[src/rtl/rtc_pkg.sv]
// Shared constants and the 12-hour display mapping for the time-of-day counter.
package rtc_pkg;

    localparam int unsigned SEC_MAX = 59;
    localparam int unsigned MIN_MAX = 59;
    localparam int unsigned MS_W    = 6;

    // Midnight and noon both display as 12.
    function automatic int unsigned to_12h(input int unsigned hour, input int unsigned hours_day);
        int unsigned half;
        half = hours_day / 2;
        if ((hour % half) == 0) begin
            return 12;
        end
        return hour % half;
    endfunction

endpackage

[src/rtl/rtc_prescaler.sv]
// Divides the system clock down to a one-cycle tick every TICK_DIV enabled cycles.
module rtc_prescaler #(
    parameter int unsigned TICK_DIV = 50_000_000
) (
    input  logic clk,
    input  logic rst_n,
    input  logic run,
    input  logic clr,
    output logic tick
);

    localparam int unsigned CW = (TICK_DIV > 1) ? $clog2(TICK_DIV) : 1;
    localparam logic [CW-1:0] LAST = CW'(TICK_DIV - 1);

    logic [CW-1:0] cnt;

    assign tick = run && (cnt == LAST);

    always_ff @(posedge clk or negedge rst_n) begin
        if (!rst_n) begin
            cnt <= '0;
        end else if (clr) begin
            cnt <= '0;
        end else if (run) begin
            cnt <= (cnt == LAST) ? '0 : cnt + CW'(1);
        end
    end

endmodule

[src/rtl/rtc_timekeeper.sv]
// HH:MM:SS time-of-day counter with validated load, alarm compare, day wrap and 12/24-h display.
module rtc_timekeeper
    import rtc_pkg::*;
#(
    parameter int unsigned TICK_DIV  = 50_000_000,
    parameter int unsigned HOURS_DAY = 24,
    parameter int unsigned HW        = 5
) (
    input  logic            clk,
    input  logic            rst_n,
    input  logic            run,
    input  logic            mode_12h,
    input  logic            set_en,
    input  logic [HW-1:0]   set_h,
    input  logic [MS_W-1:0] set_m,
    input  logic [MS_W-1:0] set_s,
    input  logic            alm_wr,
    input  logic [HW-1:0]   alm_h,
    input  logic [MS_W-1:0] alm_m,
    input  logic            alm_en,
    output logic [HW-1:0]   hour,
    output logic [MS_W-1:0] min,
    output logic [MS_W-1:0] sec,
    output logic [HW-1:0]   hour_disp,
    output logic            pm,
    output logic            sec_pulse,
    output logic            day_wrap,
    output logic            alarm_hit,
    output logic            set_err
);

    localparam logic [HW-1:0]   HOUR_LAST = HW'(HOURS_DAY - 1);
    localparam logic [HW-1:0]   HALF_DAY  = HW'(HOURS_DAY / 2);
    localparam logic [MS_W-1:0] SEC_LAST  = MS_W'(SEC_MAX);
    localparam logic [MS_W-1:0] MIN_LAST  = MS_W'(MIN_MAX);

    logic            tick;
    logic            set_ok;
    logic [HW-1:0]   hour_nx;
    logic [MS_W-1:0] min_nx;
    logic [MS_W-1:0] sec_nx;
    logic            wrap_nx;
    logic [HW-1:0]   alm_hour;
    logic [HW-1:0]   alm_hour_nx;
    logic [MS_W-1:0] alm_min;
    logic [MS_W-1:0] alm_min_nx;

    assign set_ok = set_en && (set_h <= HOUR_LAST) && (set_m <= MIN_LAST) && (set_s <= SEC_LAST);

    // An accepted load restarts the second so the new time is held for a full tick period.
    rtc_prescaler #(
        .TICK_DIV(TICK_DIV)
    ) u_prescaler (
        .clk  (clk),
        .rst_n(rst_n),
        .run  (run),
        .clr  (set_ok),
        .tick (tick)
    );

    always_comb begin
        alm_hour_nx = alm_wr ? alm_h : alm_hour;
        alm_min_nx  = alm_wr ? alm_m : alm_min;
        hour_nx     = hour;
        min_nx      = min;
        sec_nx      = sec + MS_W'(1);
        wrap_nx     = 1'b0;
        if (sec == SEC_LAST) begin
            sec_nx = '0;
            min_nx = min + MS_W'(1);
            if (min == MIN_LAST) begin
                min_nx  = '0;
                hour_nx = hour + HW'(1);
                if (hour == HOUR_LAST) begin
                    hour_nx = '0;
                    wrap_nx = 1'b1;
                end
            end
        end
    end

    always_ff @(posedge clk or negedge rst_n) begin
        if (!rst_n) begin
            hour      <= '0;
            min       <= '0;
            sec       <= '0;
            alm_hour  <= '0;
            alm_min   <= '0;
            sec_pulse <= 1'b0;
            day_wrap  <= 1'b0;
            alarm_hit <= 1'b0;
            set_err   <= 1'b0;
        end else begin
            sec_pulse <= 1'b0;
            day_wrap  <= 1'b0;
            alarm_hit <= 1'b0;
            set_err   <= set_en && !set_ok;
            alm_hour  <= alm_hour_nx;
            alm_min   <= alm_min_nx;
            if (set_ok) begin
                hour <= set_h;
                min  <= set_m;
                sec  <= set_s;
            end else if (tick) begin
                hour      <= hour_nx;
                min       <= min_nx;
                sec       <= sec_nx;
                sec_pulse <= 1'b1;
                day_wrap  <= wrap_nx;
                alarm_hit <= alm_en && (sec_nx == '0) && (hour_nx == alm_hour_nx)
                             && (min_nx == alm_min_nx);
            end
        end
    end

    assign hour_disp = mode_12h ? HW'(to_12h(32'(hour), HOURS_DAY)) : hour;
    assign pm        = (hour >= HALF_DAY);

endmodule

[config.mk]
export PLATFORM = sky130hd
export DESIGN_NAME = rtc_timekeeper
export DESIGN_NICKNAME = d
export VERILOG_FILES = /design/src/rtl/rtc_pkg.sv /design/src/rtl/rtc_prescaler.sv /design/src/rtl/rtc_timekeeper.sv
export SDC_FILE = /design/constraint.sdc
export NUM_CORES = 1
export LEC_CHECK = 0
export CAP_MARGIN = 20
export CORE_UTILIZATION = 43
export CTS_CLUSTER_DIAMETER = 60
export DETAILED_ROUTE_END_ITERATION = 12
export GPL_TIMING_DRIVEN = 0
export PLACE_DENSITY = 0.8
export SYNTH_ARGS = -nofsm -noshare
export SYNTH_HDL_FRONTEND = slang
export SYNTH_SLANG_ARGS = --single-unit
[constraint.sdc]
create_clock -name clk -period 2.1 [get_ports clk]
set_input_delay 0.63 -clock clk [delete_from_list [all_inputs] [get_ports clk]]
set_output_delay 0.63 -clock clk [all_outputs]
set_load 0.05 [all_outputs]
Word-level counts from Yosys, hierarchy flattened
Index checks and enable logic that the tools add are counted.
- register bits: 58
- output and inout port bits: 27
- add/sub/neg operators: 4
- div/mod/pow operators: 1
- $lt $le $gt $ge: 4
- equality and inequality tests: 6
- mux-type cells: 30
- reduce and logical (&&, ||, !) cells: 13
- operators by type and width (cell ; number):
    $mux 26 ; 3
    $mux 6 ; 8
    $mux 5 ; 8
    $logic_not 32->1 ; 1
    $mod 5x4->32 const B ; 1
    $add 26x1->26 const B ; 1
    $eq 26x26->1 const B ; 1
    $add 6x1->6 const B ; 2
    $eq 6x6->1 const B ; 2
    $le 6x6->1 const B ; 2
    $mux 1 ; 10
    $logic_and 1x1->1 ; 8
    $eq 6x6->1 ; 1
    $logic_not 6->1 ; 1
    $add 5x1->5 const B ; 1
    $eq 5x5->1 ; 1
    $eq 5x5->1 const B ; 1
    $ge 5x4->1 const B ; 1
    $le 5x5->1 const B ; 1
    $mux 4 ; 1
    $reduce_bool 2->1 ; 2
    $logic_not 1->1 ; 1

Logic depth before layout (Yosys ltp)
- word-level depth: 9
- mapped depth: 8
- depth with buffers taken out: 7

Cells and area by module
Synthesis repeated with hierarchy kept, for this count alone.
- cell total of the unflattened synthesis: 439
- area, all modules: 3819.9 sq um
- by module, submodules not included (module ; instances ; cells an instance ; area an instance (sq um) ; sequential area each (sq um)):
    rtc_timekeeper ; 1 ; 266 ; 2268.4 ; 800.8
    rtc_prescaler ; 1 ; 173 ; 1551.5 ; 650.6

Least setup slack after synthesis
No wires, ideal clock.
- path type: reg-to-output
- from: register hour[3]
- to: output hour_disp[2]
- arrival: 2287 ps
- required time: 1470 ps
- path slack: -817 ps
- stages on the path, launching flop included: 6
- cells stage by stage: dfrtp_1 -> clkbuf_1 -> ha_1 -> nand3b_1 -> a32o_1 -> a21oi_1
- longest elaborated chain between the ends: 5
- ends and longest elaborated chain (what ; line ; RTL):
    start: declaration ; rtc_timekeeper.sv:21 ; output logic [HW-1:0] hour,
    start signal: assignment ; rtc_timekeeper.sv:101 ; hour <= set_h;
    start signal: assignment ; rtc_timekeeper.sv:105 ; hour <= hour_nx;
    $mod 5x4->32 (*) ; rtc_pkg.sv:12, rtc_pkg.sv:15 ;
    $logic_not 32->1 ; rtc_pkg.sv:12 ; if ((hour % half) == 0) begin
    $mux 4 / $mux 1 (equally long branches) ; rtc_pkg.sv:12 ;
    $mux 5 (*) ; rtc_pkg.sv:15 ; return hour % half;
    $mux 5 (*) ; rtc_timekeeper.sv:116 ; assign hour_disp = mode_12h ? HW'(to_12h(32'(hour), HOURS_DAY)) : hour;
    end: declaration ; rtc_timekeeper.sv:24 ; output logic [HW-1:0] hour_disp,
Mark *: on every way between the ends. The rest lies on a longest branch, timed or not.

Final worst setup path
- from: register hour[3]
- to: output hour_disp[0]
- longest elaborated chain between the ends: 5
- ends and longest elaborated chain (what ; line):
    $mod 5x4->32 (*) ; rtc_pkg.sv:12, rtc_pkg.sv:15
    $logic_not 32->1 ; rtc_pkg.sv:12
    $mux 1 ; rtc_pkg.sv:12
    $mux 5 (*) ; rtc_pkg.sv:15
    $mux 5 (*) ; rtc_timekeeper.sv:116
Marked as above.

==> flow_summary.toml <==
[route]
drc = 0
routed_wl_um = 11000
dr_total_vias = 3801
avgViaCountPerCell = 5.90
drtPass1Iterations = 7
antenna_left = 0
drt-initial-drc-count = 263
avgRoutedWirePerCell_um = 17.1

[timing]
setup_viol = 5
period_share_pct = 124
skew_ns = 0.0140
worstMarginPinSlew_ns = 0.505
finalHoldViolCount = 0
slew_headroom_pct = 66.5
rsz0062_at_grt = "true"
fin_crit_ns = 2.60
setup_ws_ns = -0.504
slew_violations = 0
fmax_mhz = 384

[global_routing]
first_global_vias = 3617
grt_max_degree = 41
overflow = 0
grt_pass1_wl_um = 16800
antenna_found_initial = 0
track_usage_pct = 23.9

[critical_path]
cp_max_fo = 4
cp-end-kind = "output pin"
critPathLaunchType = "register"
reg2reg_depth = 7
ff2ff_setup_slack_ns = 0
critPathRequiredTime_ns = 1.47
rr_startpoint = "min[0]"
path_class = "register to output pin"
worst-endpoint-arrival_ns = 1.97
r2r-end = "alarm_hit"

[cells_and_area]
drive_above_1_share_pct = 24.3
final_cell_mix = "dfrtp_1, nor2_1, nand2_1"
num_antenna_cells = 0
fin_nets = 573
stdcell_count = 644
syn2layout_area_growth_pct = 37.4
final_common_cell = "dfrtp_1"
fill_cells = 713

[logic_synthesis]
synth.avg_cell_area_um2 = 8.78
syn_nets = 480
ys_async_sr_fraction_pct = 100
seq_area_frac_synth_pct = 37.8
yosys_register_bits = 58
ys_warn_count = 0
synth_edf_count = 0
postSynthCellCount = 438
yosys.area.top_type_share_pct = 37.8
syn-cell-area_um2 = 3840
synth_top_flop_cell = "dfrtp_1"
synth.distinct_cells = 58
synth_area_leaders = "dfrtp_1, nor2_1, nand2_1"
synth.largest_area_cell = "dfrtp_1"

[clock_network]
path_clk_slew_ns = 0.07
insertion_delay_ns = 0.36
ctsRootBufferMaster = "clkbuf_8"
cts_tree = "built"
cts.sinks = 58
cts_buffer_depth = 2
holdBufCountCts = 0
cts_made_buffers = 9
h-tree-depth = 3

[status]
violations = "setup timing"
status = "complete, but fails checks"

[die]
fp.dieH_um = 96.5
start_util_pct = 44.3
row_count = 34
coreArea_um2 = 8680
die_area_um2 = 9320
boundaryPins = 62
die-width_um = 96.5

[worst_hold_path]
min_path_type = "primary input to async pin"

[power]
clock_power_share_pct = 29.8
cellPowerDensity_nw_per_um2 = 707
ir_drop_mv = 0.308
p_leak_nw = 2.24
total_power_mw = 3.73
p_int_mw = 2.36
swShare_pct = 36.9
combPwrFrac_pct = 35.2
seq_power_share_pct = 35.0
power.switching_mw = 1.38

[placement]
port_buffers = 60
post-dp-hpwl_um = 7570
dp.cells = 607
gp_congestion = 0.898

[flow_run]
maxCapViolCount = 0
critical path, cell delays in order (launching register included):
cell      delay [ns]
dfrtp_2         0.43
buf_6           0.12
ha_4            0.21
nand2b_4        0.16
nor3_4          0.12
a21oi_2         0.05
a211oi_2        0.17
buf_4           0.17
nor2_4          0.04
buf_8           0.14
flip-flops by register name (all words and copies together), names as in the netlist:
name / cells
hour: 5
min: 6
set_err: 1
sec_pulse: 1
u_prescaler.cnt: 26
day_wrap: 1
alm_min: 6
alarm_hit: 1
alm_hour: 5
sec: 6
how the worst max path moves through the flow:
stage | from | end | slack [ns] | cells past startpoint
after floorplan | hour[3] | hour_disp[3] | -0.64 | 6
after detailed placement | mode_12h | hour_disp[2] | -1.06 | 6
after CTS | hour[3] | hour_disp[0] | -0.54 | 9
final | hour[3] | hour_disp[0] | -0.50 | 9
after global routing | hour[3] | hour_disp[0] | -0.61 | 9
after global placement | rst_n | hour[3] | -1.58 | 1
routing by layer:
layer  up-vias  part of all wire, %  track usage [%]
met5         -                    0                0
met3        30                  6.8             5.40
met2       152                   52             42.5
li1       1788                    -                -
met4         0                  2.4             10.4
met1      1831                   39             27.3
cell type report:
type / count / area (um^2) / area share, %
clock buffers: 14 / 173 / 3.27
clock inverters: 2 / 35.0 / 0.663
plain buffers: 22 / 146 / 2.77
multi-input cells: 342 / 2490 / 47.2
inverters: 14 / 56.3 / 1.07
flip-flops and latches: 58 / 1470 / 27.8
well taps: 108 / 135 / 2.56
repair buffers: 84 / 779 / 14.8
repair_timing:
action,4_1_cts,5_1_grt
setup buffers,6,17
pin swaps,7,14
gates resized for setup,83,55
endpoints found under the setup margin,71,38
cells in the mapped netlist, types with 2 or more instances:
cell / n
or3_1: 5
mux2_2: 7
a211oi_1: 3
nand2b_1: 7
nand4_1: 18
a32oi_1: 3
nor4_1: 6
and2_1: 6
xor2_1: 14
o21ai_0: 24
a21boi_0: 2
o21ai_1: 4
nor2_1: 45
nand3_1: 23
nor3_1: 13
mux2i_1: 15
xnor2_1: 12
a31oi_1: 12
and3_1: 7
inv_1: 14
a221oi_1: 2
and4_1: 8
nor2b_1: 6
o21a_1: 3
o211ai_1: 2
buf_2: 10
nand2_1: 41
o311ai_0: 2
o22ai_1: 2
buf_6: 3
clkbuf_1: 11
a21oi_1: 11
and4b_1: 4
ha_1: 7
o31ai_1: 5
nand4b_1: 2
dfrtp_1: 58
cell families (layout without fill, tap and decap cells):
group,Yosys count,after routing,synth area share [%]
AO/OA/AOI/OAI,83,83,13.9
XOR/XNOR,26,26,5.92
adder cells (fa/ha/maj),7,7,2.28
buffers and inverters,38,136,4.62
flip-flops,58,58,37.8
multiplexers,23,23,6.54
AND/OR/NAND/NOR,203,203,28.9
power groups by stage:
stage / Sequential, mW / Combinational, mW / Clock (mW)
after global routing: 1.32 / 1.41 / 1.17
after CTS: 1.31 / 1.18 / 1.13
final: 1.31 / 1.31 / 1.11
after global placement: 1.32 / 1.13 / 0
after floorplan: 1.47 / 0.623 / 0
after detailed placement: 1.33 / 1.16 / 0
metrics by stage:
stage / hold slack [ns] / TNS, ns / util [%] / cell area [um^2] / worst slack, ns
global placement: 0.459 / -109.83 / 53.6 / 4650 / -1.58
finish: 0.221 / -2.29 / 60.9 / 5280 / -0.504
CTS: 0.221 / -2.41 / 57.3 / 4970 / -0.541
global route: 0.236 / -3.33 / 60.9 / 5280 / -0.607
detailed placement: 0.484 / -30.38 / 53.7 / 4660 / -1.06
floorplan: 0.334 / -1.69 / - / 3910 / -0.637
Note: power is estimated with default switching activity, not from simulation.
